**config.mk**
```make
export PLATFORM = sky130hd
export DESIGN_NAME = wb2axi_bridge
export DESIGN_NICKNAME = d
export VERILOG_FILES = /design/src/rtl/wb2axi_bridge.sv
export SDC_FILE = /design/constraint.sdc
export NUM_CORES = 1
export LEC_CHECK = 0
export CORE_MARGIN = 4
export CORE_UTILIZATION = 32
export DETAILED_ROUTE_END_ITERATION = 7
export PLACE_DENSITY = 0.78
export SYNTH_ARGS = -nofsm -noshare
export SYNTH_HDL_FRONTEND = slang
export SYNTH_SLANG_ARGS = --single-unit
```
**constraint.sdc**
```tcl
create_clock -name i_clk -period 5.17 [get_ports i_clk]
set_input_delay 1.034 -clock i_clk [delete_from_list [all_inputs] [get_ports i_clk]]
set_output_delay 1.034 -clock i_clk [all_outputs]
set_load 0.02 [all_outputs]
```
**src/rtl/wb2axi_bridge.sv**
```systemverilog
// Wishbone classic slave to single-beat AXI4 master bridge.
// Each 32-bit Wishbone access becomes one AXI write (AW+W->B) or one AXI read
// (AR->R) on a 64-bit data bus. Only one transaction is in flight at a time.
module wb2axi_bridge #(
  parameter int          AW       = 12,
  parameter int          ID_WIDTH = 1,
  parameter int unsigned AXI_ID   = 0
) (
  input  logic                i_clk,
  input  logic                i_rst,
  // Wishbone slave
  input  logic [AW-1:0]       i_wb_adr,
  input  logic [31:0]         i_wb_dat,
  input  logic [3:0]          i_wb_sel,
  input  logic                i_wb_we,
  input  logic                i_wb_cyc,
  input  logic                i_wb_stb,
  output logic [31:0]         o_wb_rdt,
  output logic                o_wb_ack,
  output logic                o_wb_err,
  // AXI write address
  output logic [ID_WIDTH-1:0] o_awid,
  output logic [AW-1:0]       o_awaddr,
  output logic [7:0]          o_awlen,
  output logic [2:0]          o_awsize,
  output logic [1:0]          o_awburst,
  output logic                o_awvalid,
  input  logic                i_awready,
  // AXI write data
  output logic [63:0]         o_wdata,
  output logic [7:0]          o_wstrb,
  output logic                o_wlast,
  output logic                o_wvalid,
  input  logic                i_wready,
  // AXI write response
  input  logic [1:0]          i_bresp,
  input  logic                i_bvalid,
  output logic                o_bready,
  // AXI read address
  output logic [ID_WIDTH-1:0] o_arid,
  output logic [AW-1:0]       o_araddr,
  output logic [7:0]          o_arlen,
  output logic [2:0]          o_arsize,
  output logic [1:0]          o_arburst,
  output logic                o_arvalid,
  input  logic                i_arready,
  // AXI read data
  input  logic [63:0]         i_rdata,
  input  logic [1:0]          i_rresp,
  input  logic                i_rlast,
  input  logic                i_rvalid,
  output logic                o_rready
);

  typedef enum logic [2:0] {
    S_IDLE,
    S_WRITE,
    S_BRESP,
    S_READ,
    S_RRESP,
    S_DONE
  } state_t;

  state_t      state_q, state_d;

  // Control registers (reset)
  logic        awvalid_q, awvalid_d;
  logic        wvalid_q,  wvalid_d;
  logic        bready_q,  bready_d;
  logic        arvalid_q, arvalid_d;
  logic        rready_q,  rready_d;
  logic        err_q,     err_d;
  logic [31:0] rdt_q,     rdt_d;

  // Request datapath registers (no reset: only consumed after a valid request)
  logic [AW-1:0] addr_q,  addr_d;
  logic [63:0]   wdata_q, wdata_d;
  logic [7:0]    wstrb_q, wstrb_d;
  logic          hi_q,    hi_d;

  // Handshake-completion terms for the independent AW and W channels
  logic aw_ok;
  logic w_ok;

  // Bits of the inputs that carry no meaning for this bridge
  logic unused_inputs;
  assign unused_inputs = ^{i_rlast, i_wb_adr[1:0], i_bresp[0], i_rresp[0]};

  assign aw_ok = !awvalid_q || i_awready;
  assign w_ok  = !wvalid_q  || i_wready;

  // Next-state and next-value logic for the transaction FSM
  always_comb begin
    state_d   = state_q;
    awvalid_d = awvalid_q;
    wvalid_d  = wvalid_q;
    bready_d  = bready_q;
    arvalid_d = arvalid_q;
    rready_d  = rready_q;
    err_d     = err_q;
    rdt_d     = rdt_q;
    addr_d    = addr_q;
    wdata_d   = wdata_q;
    wstrb_d   = wstrb_q;
    hi_d      = hi_q;

    unique case (state_q)
      S_IDLE: begin
        if (i_wb_cyc && i_wb_stb) begin
          addr_d  = {i_wb_adr[AW-1:2], 2'b00};
          hi_d    = i_wb_adr[2];
          wdata_d = {i_wb_dat, i_wb_dat};
          wstrb_d = i_wb_adr[2] ? {i_wb_sel, 4'h0} : {4'h0, i_wb_sel};
          err_d   = 1'b0;
          if (i_wb_we) begin
            awvalid_d = 1'b1;
            wvalid_d  = 1'b1;
            state_d   = S_WRITE;
          end else begin
            arvalid_d = 1'b1;
            state_d   = S_READ;
          end
        end
      end

      S_WRITE: begin
        // AW and W retire independently; B is opened once both are gone
        if (awvalid_q && i_awready) awvalid_d = 1'b0;
        if (wvalid_q && i_wready)   wvalid_d  = 1'b0;
        if (aw_ok && w_ok) begin
          bready_d = 1'b1;
          state_d  = S_BRESP;
        end
      end

      S_BRESP: begin
        if (i_bvalid) begin
          bready_d = 1'b0;
          err_d    = i_bresp[1];
          state_d  = S_DONE;
        end
      end

      S_READ: begin
        if (i_arready) begin
          arvalid_d = 1'b0;
          rready_d  = 1'b1;
          state_d   = S_RRESP;
        end
      end

      S_RRESP: begin
        // Read data is captured even on an error response
        if (i_rvalid) begin
          rready_d = 1'b0;
          rdt_d    = hi_q ? i_rdata[63:32] : i_rdata[31:0];
          err_d    = i_rresp[1];
          state_d  = S_DONE;
        end
      end

      S_DONE: begin
        // Single response cycle; the Wishbone request is not resampled here
        state_d = S_IDLE;
      end

      default: begin
        state_d = S_IDLE;
      end
    endcase
  end

  // Control state register with synchronous reset; abandons any AXI transfer
  always_ff @(posedge i_clk) begin
    if (i_rst) begin
      state_q   <= S_IDLE;
      awvalid_q <= 1'b0;
      wvalid_q  <= 1'b0;
      bready_q  <= 1'b0;
      arvalid_q <= 1'b0;
      rready_q  <= 1'b0;
      err_q     <= 1'b0;
      rdt_q     <= 32'h0;
    end else begin
      state_q   <= state_d;
      awvalid_q <= awvalid_d;
      wvalid_q  <= wvalid_d;
      bready_q  <= bready_d;
      arvalid_q <= arvalid_d;
      rready_q  <= rready_d;
      err_q     <= err_d;
      rdt_q     <= rdt_d;
    end
  end

  // Request address/data/strobe registers, held stable until handshake
  always_ff @(posedge i_clk) begin
    addr_q  <= addr_d;
    wdata_q <= wdata_d;
    wstrb_q <= wstrb_d;
    hi_q    <= hi_d;
  end

  // Wishbone response: one cycle in DONE, suppressed if the cycle was aborted
  assign o_wb_ack = (state_q == S_DONE) && !err_q && i_wb_cyc;
  assign o_wb_err = (state_q == S_DONE) &&  err_q && i_wb_cyc;
  assign o_wb_rdt = rdt_q;

  // AXI write channels: single 32-bit beat within a 64-bit bus
  assign o_awid    = ID_WIDTH'(AXI_ID);
  assign o_awaddr  = addr_q;
  assign o_awlen   = 8'd0;
  assign o_awsize  = 3'b010;
  assign o_awburst = 2'b01;
  assign o_awvalid = awvalid_q;
  assign o_wdata   = wdata_q;
  assign o_wstrb   = wstrb_q;
  assign o_wlast   = 1'b1;
  assign o_wvalid  = wvalid_q;
  assign o_bready  = bready_q;

  // AXI read channels
  assign o_arid    = ID_WIDTH'(AXI_ID);
  assign o_araddr  = addr_q;
  assign o_arlen   = 8'd0;
  assign o_arsize  = 3'b010;
  assign o_arburst = 2'b01;
  assign o_arvalid = arvalid_q;
  assign o_rready  = rready_q;

endmodule

```
# Word-level counts from Yosys, hierarchy flattened
# Cells that the tools add are included.
# word_totals
reg_bits,124
in_bits,127
output_inout_bits,164
wordCells,83
# op_classes
eq_ne,14
muxes,28
n_reduce_logical,28
# op_table
operator,n
32-bit 2-to-1 mux,1
"2-bit inequality test, second input constant",9
4-bit AND reduction,4
3-bit 2-to-1 mux,5
3-bit case mux with 5 select lines,1
1-bit 2-to-1 mux,14
1-bit case mux with 2 select lines,5
1-bit logical AND,8
2-bit nonzero test,4
"3-bit by 2-bit == test with 1-bit output, second input constant",2
"3-bit == test, second input constant",2
3-bit AND reduction,2
5-bit AND reduction,1
2-bit AND reduction,2
"3-bit by 1-bit == test with 1-bit output, second input constant",1
1-bit zero test,3
3-bit zero test,1
1-bit case mux with 3 select lines,1
3-bit nonzero test,1
1-bit logical OR,2
2-bit 2-to-1 mux,1

# Depth between registers and ports, before layout
# Gate-level depths: netlist of the first run.
# logic_depth
ltp_word,5
mapped_depth,6
mapped_depth_nobuf,4

# Worst setup path after synthesis of the first run
# OpenSTA, ideal clock, no wires.
# synth_path
path_type,input to register
startpoint,input port i_wb_cyc
endpoint,"register arvalid_q, in the netlist o_arvalid"
setup_ps,97
arrival_ps,5245
t_required_ps,5073
slack_ps,-171
cell_stages,4
n_path_buf,0
path_cell_list,nand3b_1 > nor3_1 > a21oi_1 > a311oi_1
# synth_between
elab_chain_len,3
# synth_rtl
item,line_no,text
from (decl),16,"input logic i_wb_cyc,"
1-bit logical AND,109,if (i_wb_cyc && i_wb_stb) begin
2-bit inequality test (no line),-,
4-bit AND reduction (no line),-,
to (signal assigned),189,arvalid_q <= arvalid_d;
to (decl),70,"logic arvalid_q, arvalid_d;"
# No other way between the ends.
# A chain may end at the register's enable or synchronous reset.

# Worst setup path in the final report of the first run
# layout_path
startpoint,input port i_wb_cyc
endpoint,output port o_wb_ack
# layout_between
elab_chain_len,1
# layout_rtl
item,line_no,text
1-bit logical AND,205,assign o_wb_ack = (state_q == S_DONE) && !err_q && i_wb_cyc;
to (decl),19,"output logic o_wb_ack,"
# No other way between the ends.

==> impl_summary.log, run 1 <==
[metrics] status: finished, final reports clean
[metrics] proportion of layout cells with a drive suffix above 1: 0.0759
[metrics] Vias: 3,161
[metrics] gate count after technology mapping: 346
[metrics] Peak VDD IR: 125 uV
[metrics] Worst-Margin Slew: 0.978 ns
[metrics] height of the die: between 100 and 150 um
[metrics] count of input and output buffers: 252
[metrics] Synth Flop Type: sky130_fd_sc_hd__edfxtp_1
[metrics] final worst clock skew: approximately 0.0090 ns
[metrics] final setup violation count: 0
[metrics] cell types with the highest counts after synthesis: sky130_fd_sc_hd__buf_4 (80), sky130_fd_sc_hd__edfxtp_1 (50), sky130_fd_sc_hd__nor2_1 (42), sky130_fd_sc_hd__dfxtp_1 (41), sky130_fd_sc_hd__mux2i_1 (33)
[metrics] number of antenna diodes: 0
[metrics] WS Path Type: in -> out
[metrics] critical path arrival: between 2 and 2.5 ns
[metrics] Max-cap violations: 0
[metrics] final count of pins violating max slew: 0
[metrics] cts-stage hold buffer count: 0
[metrics] yosys synthesis warning count: 0
[metrics] CTS-repair resized insts: 0
[metrics] normalized max-slew margin: 0.348
[metrics] startpoint of the worst register-to-register path: state_q[2]
[metrics] endpoint kind of the worst setup timing path: output pin
[metrics] dominant cell type by area after synthesis: sky130_fd_sc_hd__edfxtp_1
[metrics] largest net degree at the start of global routing: 53
[metrics] vias in the first global route: 3,176
[metrics] cell total after placement: between 700 and 800
[metrics] clock insertion delay at the later pin of the skew report: 0.34 ns
[metrics] Horiz. Die Dim: 122 um
[metrics] Synth top area share: 0.362
[metrics] H-Tree Depth: 3
[metrics] Final Hold Violating Endpoints: 0
[metrics] mean area per synthesized cell: 12.0 um2
[metrics] count of non-filler cells in the finished layout: roughly 730
[metrics] most frequent cell after synthesis: sky130_fd_sc_hd__buf_4
[metrics] setup slack after placement: 1.76 ns
[metrics] final weighted congestion of routability-driven global placement: 0.784
[metrics] area enclosed by the die boundary: 14,800 um2
[metrics] Distinct cells, synth: 32
[metrics] final period demand of the worst path: 3.41 ns
[metrics] endpoint of the most critical register-to-register path: o_wb_rdt[25]
[metrics] growth of design area from synthesis to finish: 60.2%
[metrics] flops & latches, synth: 91
[metrics] initial core utilization: 0.327
[metrics] setup repair after global routing missed its margin: false
[metrics] Final Total Pwr: 2.28 mW
[metrics] final routed wirelength across all metal layers: 11.4 mm
[metrics] count of clock tree sinks: approximately 90
[metrics] cell depth of the worst hold path: 2
[metrics] site row count: 41
[metrics] final core utilization: 0.524
[metrics] standard cell core area: 12,700 um2
[metrics] post-synthesis async set-or-reset flop share: 0
[metrics] HP Class: reg -> reg
[metrics] part of the cycle the worst path needs: 0.659
[metrics] total half-perimeter wirelength after legalization and detailed placement: 9.00 mm
[metrics] Worst Hold End: o_awvalid
[metrics] sequential fraction of the synthesis area: 0.560
[metrics] kind of launch point of the worst setup path: primary input
[metrics] post-CTS setup buffer count: 0
[metrics] overall track demand over capacity in global routing: 0.144
[metrics] cell area after synthesis: 4150 um2
[metrics] cell types occupying the most area after synthesis: sky130_fd_sc_hd__edfxtp_1 (36%), sky130_fd_sc_hd__dfxtp_1 (20%), sky130_fd_sc_hd__buf_4 (14%), sky130_fd_sc_hd__mux2i_1 (8.0%), sky130_fd_sc_hd__a211oi_2 (6.0%)
[metrics] Root Buffer Master: sky130_fd_sc_hd__clkbuf_16
[metrics] power density cells: 344 nW/um2
[metrics] Pre-Repair DR Iteration Count: 4
[metrics] number of cells traversed by the worst register-to-register path: 5
[metrics] I/O Pins: 291
[metrics] antenna violations before repair: 0
[metrics] highest clock frequency the design can meet: 294 MHz
[metrics] CP startpoint: i_wb_cyc
[metrics] Avg Vias per Cell: 4.36
[metrics] Clock Pin Slew Worst Setup and Hold Paths: 0.07 ns
[metrics] setup TNS after final layout: 0 ns
[metrics] leakage power total: 2.40 nW
[metrics] number of enable-type register cells in the synthesized netlist: 50
[metrics] TritonCTS clock tree: yes
[metrics] Critical Path RT: 4.14 ns
[metrics] setup ws final: 1.76 ns
[metrics] Congestion Overflow GR: 0
[metrics] DRC violation count after routing: 0
[metrics] TritonCTS Buffers: 9
[metrics] worst-case register-to-register setup slack: 2.80 ns
[metrics] remaining antenna violation count: 0
[metrics] number of buffers on the longest clock path: 2
[metrics] launch instance of the worst min-delay path: o_awvalid
[metrics] largest fanout on the critical path: 2
[metrics] Final #Nets: 675
[metrics] DRC violation total after the first TritonRoute iteration: 152
[metrics] WL per Instance: 15.7 um
[metrics] wire length of the first global-routing pass: 16.5 mm
-- worst max-delay path, stage by stage --
cell and delay, ns:
sky130_fd_sc_hd__clkdlybuf4s50_1 0.48, sky130_fd_sc_hd__nand3_1 0.10, sky130_fd_sc_hd__nor2_1 0.13, sky130_fd_sc_hd__clkdlybuf4s50_1 0.63
-- report_power, final --
group,switching (mW),internal [mW]
registers,0.0664,0.867
clock network,0.285,0.379
logic,0.351,0.336
total,0.702,1.58
-- worst max-delay path by stage --
stage	to	slack, ns	depth (start not counted)
finish	o_wb_ack	1.76	4
global route	o_wb_ack	1.72	4
detailed placement	o_wb_ack	1.76	4
CTS	o_wb_ack	1.75	4
floorplan	o_arvalid	1.44	4
global placement	o_wb_ack	1.78	4
-- flip-flops by register name, summed over array words and instances (netlist names) --
| signal | cells |
|---|---|
| o_araddr | 10 |
| o_rready | 1 |
| o_awvalid | 1 |
| state_q | 3 |
| o_wstrb | 8 |
| o_wvalid | 1 |
| o_wb_rdt | 32 |
| o_arvalid | 1 |
| o_wdata | 32 |
| err_q | 1 |
| o_bready | 1 |
-- area by class of cell --
class | count | area, um2
Tap cell | 172 | 215
Timing Repair Buffer | 255 | 2540
Clock inverter | 6 | 71.3
Fill cell | 1094 | 6030
Clock buffer | 10 | 229
Sequential cell | 91 | 2320
Inverter | 6 | 22.5
Multi-Input combinational cell | 185 | 1240
-- cell usage in the layout, fill, tap and decap left out, drive strengths merged --
master / instances
o21ai: 1
nand3b: 1
dfxtp: 41
clkinv: 1
or3: 1
buf: 4
clkbuf: 10
a211oi: 34
and2: 5
edfxtp: 50
bufinv: 1
clkinvlp: 2
nand2b: 1
a31oi: 1
nor3: 2
nor2b: 8
nand3: 2
nor3b: 1
a2111oi: 1
clkdlybuf4s50: 251
mux2i: 33
o311a: 1
inv: 8
conb: 33
a21oi: 6
a311oi: 1
a221oi: 1
nor2: 42
nand2: 5
o31ai: 1
a22oi: 3
and3: 1
-- logic make-up after synthesis --
logic type             count (synthesis)  synth area share
other                                  2           0.00181
AND/OR/NAND/NOR                       69            0.0757
multiplexers                          33            0.0797
flip-flops                            91             0.560
AO/OA/AOI/OAI                         50             0.112
buffers and inverters                101             0.171
-- per-layer routing --
metal	global-route usage	vias to the layer above	routed length [um]
met5	0	-	0
met4	0.0686	0	238
met3	0.0543	18	1290
met2	0.250	183	5720
met1	0.155	1453	4130
li1	-	1507	-
-- metrics by stage --
stage	cell area, um2	hold WS [ns]
final	6640	0.495
after global routing	6640	0.517
after CTS	6640	0.490
after detailed placement	6340	0.479
after global placement	6340	0.471
after floorplan	4270	0.491
Power figures use the tool's default switching activity.
==> inputs of run 2 (changes only) <==
--- a/config.mk
+++ b/config.mk
@@ -6,9 +6,9 @@
 export NUM_CORES = 1
 export LEC_CHECK = 0
 export CORE_MARGIN = 4
-export CORE_UTILIZATION = 32
+export CORE_UTILIZATION = 35
 export DETAILED_ROUTE_END_ITERATION = 7
-export PLACE_DENSITY = 0.78
+export PLACE_DENSITY = 0.8
 export SYNTH_ARGS = -nofsm -noshare
 export SYNTH_HDL_FRONTEND = slang
 export SYNTH_SLANG_ARGS = --single-unit
==> constraint.sdc (replaced) <==
create_clock -name i_clk -period 3.4 [get_ports i_clk]
set_input_delay 0.68 -clock i_clk [delete_from_list [all_inputs] [get_ports i_clk]]
set_output_delay 0.68 -clock i_clk [all_outputs]
set_load 0.02 [all_outputs]
==> run 2 against run 1 <==
Die area is 8.0% lower; final cell count is 3.9% lower; largest power group unchanged; combinational power is 54% higher; worst hold slack worse by 0.0017 ns; register-to-register slack worse by 1.5 ns.
==> impl_summary.log, run 2 (synthesis results as in run 1) <==
[metrics] Congestion Overflow GR: 0
[metrics] power density cells: 534 nW/um2
[metrics] site row count: 39
[metrics] vias in the first global route: 3,125
[metrics] Horiz. Die Dim: 117 um
[metrics] switching power summed over all nets: 1.07 mW
[metrics] TritonCTS clock tree: yes
[metrics] antenna violations before repair: 0
[metrics] remaining antenna violation count: 0
[metrics] count of input and output buffers: 252
[metrics] final worst clock skew: approximately 0.0094 ns
[metrics] endpoint kind of the worst setup timing path: output pin
[metrics] clock insertion delay at the later pin of the skew report: 0.33 ns
[metrics] critical path arrival: 2.04 ns
[metrics] largest net degree at the start of global routing: 44
[metrics] count of clock tree sinks: 91
[metrics] Final #Nets: 676
[metrics] cell total after placement: approximately 700
[metrics] I/O Pins: 291
[metrics] Final Hold Violating Endpoints: 0
[metrics] number of antenna diodes: 0
[metrics] commonest non-fill, non-tap cells in the layout: sky130_fd_sc_hd__clkdlybuf4s50_1 (251), sky130_fd_sc_hd__edfxtp_1 (50), sky130_fd_sc_hd__nor2_1 (42)
[metrics] overall track demand over capacity in global routing: 0.160
[metrics] final routed wirelength across all metal layers: 11.8 mm
[metrics] Critical Path RT: roughly 2.7 ns
[metrics] proportion of layout cells with a drive suffix above 1: 0.0776
[metrics] highest clock frequency the design can meet: ~370 MHz
[metrics] cts-stage hold buffer count: 0
[metrics] Worst-Margin Slew: 0.676 ns
[metrics] cell type of the slowest stage on the worst timing path: sky130_fd_sc_hd__clkdlybuf4s50_1
[metrics] setup ws final: 0.678 ns
[metrics] H-Tree Depth: 3
[metrics] Critical Path Sink: o_wb_ack
[metrics] final count of pins violating max slew: 0
[metrics] WS Path Type: reg -> out
[metrics] Root Buffer Master: sky130_fd_sc_hd__clkbuf_16
[metrics] count of non-filler cells in the finished layout: 697
[metrics] commonest non-fill, non-tap cell in the layout: sky130_fd_sc_hd__clkdlybuf4s50_1
[metrics] normalized max-slew margin: 0.549
[metrics] sequential share of power: 0.399
[metrics] HP Class: reg -> reg
[metrics] Crit path buffers/inverters: 1
[metrics] leakage power total: 2.43 nW
[metrics] worst-case register-to-register setup slack: roughly 1.3 ns
[metrics] Avg Vias per Cell: 4.54
[metrics] largest fanout on the critical path: 12
[metrics] startpoint of the worst register-to-register path: state_q[2]
[metrics] setup slack after placement: slightly below 0.7 ns
[metrics] setup TNS after final layout: 0 ns
[metrics] Peak VDD IR: 240 uV
[metrics] WL per Instance: around 17 um
[metrics] Crit path max-delay family: buffers and inverters
[metrics] final period demand of the worst path: roughly 2.7 ns
[metrics] area enclosed by the die boundary: 13,700 um2
[metrics] setup repair after global routing missed its margin: false
[metrics] growth of design area from synthesis to finish: 60.9%
[metrics] cell-by-cell trace of the critical path: nor2b_2 > nand3_1 > nor2_1 > clkdlybuf4s50_1
[metrics] post-CTS setup buffer count: 0
[metrics] WP depth: 4
[metrics] Max-cap violations: 0
[metrics] Clock Pin Slew Worst Setup and Hold Paths: around 0.070 ns
[metrics] total half-perimeter wirelength after legalization and detailed placement: 9.54 mm
[metrics] CTS-repair resized insts: 0
[metrics] kind of launch point of the worst setup path: flip-flop
[metrics] Clk pwr share: 0.303
[metrics] Logic pwr share: 0.299
[metrics] cell-internal power: around 2.5 mW
[metrics] endpoint of the most critical register-to-register path: o_wb_rdt[12]
[metrics] DRC violation count after routing: 0
[metrics] standard cell core area: 11,500 um2
[metrics] final weighted congestion of routability-driven global placement: 0.828
[metrics] height of the die: around 120 um
[metrics] part of the cycle the worst path needs: 0.801
[metrics] Worst Hold Margin: 0.494 ns
[metrics] status: finished, final reports clean
[metrics] Pre-Repair DR Iteration Count: 4
[metrics] number of cells traversed by the worst register-to-register path: 5
[metrics] final setup violation count: 0
[metrics] initial core utilization: 0.360
[metrics] switching share of power: 0.300
[metrics] Vias: 3,167
[metrics] number of buffers on the longest clock path: 2
[metrics] DRC violation total after the first TritonRoute iteration: 132
[metrics] TritonCTS Buffers: 9
[metrics] CP startpoint: state_q[2]
[metrics] critical path's largest stage delay: between 0.6 and 0.7 ns
[metrics] wire length of the first global-routing pass: ~17 mm
run 2: power groups by stage:
stage,combinational [mW],sequential (mW),clock [mW]
6_report,1.06,1.42,1.08
3_3_place_gp,1.05,1.44,0
3_5_place_dp,1.07,1.44,0
2_1_floorplan,0.532,1.55,0
5_1_grt,1.13,1.44,1.16
4_1_cts,1.07,1.42,1.11
run 2: how the worst min path moves through the flow:
stage                          from        end  slack (ns)  cells past startpoint
after floorplan               err_q      err_q        0.49                      2
after global placement    o_awvalid  o_awvalid        0.46                      2
after detailed placement  o_awvalid  o_awvalid        0.49                      2
after CTS                 o_awvalid  o_awvalid        0.50                      2
after global routing       o_wvalid   o_wvalid        0.52                      2
final                     o_awvalid  o_awvalid        0.49                      2
run 2: through the flow:
stage | instance area [um2] | utilization | power, mW
finish | 6670 | 0.579 | 3.56
global route | 6670 | 0.579 | 3.73
CTS | 6670 | 0.579 | 3.61
detailed placement | 6340 | 0.551 | 2.52
global placement | 6340 | 0.551 | 2.49
floorplan | 4270 | - | 2.08
run 2: worst reg2reg max path, delay by kind of cell, from the launching register on:
| kind | cells | cell delay (ns) |
|---|---|---|
| buffers and inverters | 1 | 0.30 |
| and+or+nand+nor | 3 | 0.96 |
| AOI/OAI and AO/OA | 1 | 0.22 |
| DFF | 1 | 0.52 |
run 2: layout make-up:
type	instances	area (um2)
fill	977	4850
timing repair buffer	256	2570
sequential	91	2320
multi-input combinational	185	1240
clock buffer	10	229
tap	143	179
clock inverter	6	101
inverter	6	22.5
run 2: per-layer routing:
layer | wire (um) | global-route usage | up-vias | part of all wire
met5 | 0 | 0 | - | 0
met4 | 250 | 0.0581 | 0 | 0.021
met3 | 1320 | 0.0632 | 18 | 0.11
met2 | 6150 | 0.290 | 168 | 0.52
met1 | 4040 | 0.166 | 1468 | 0.34
li1 | - | - | 1513 | -
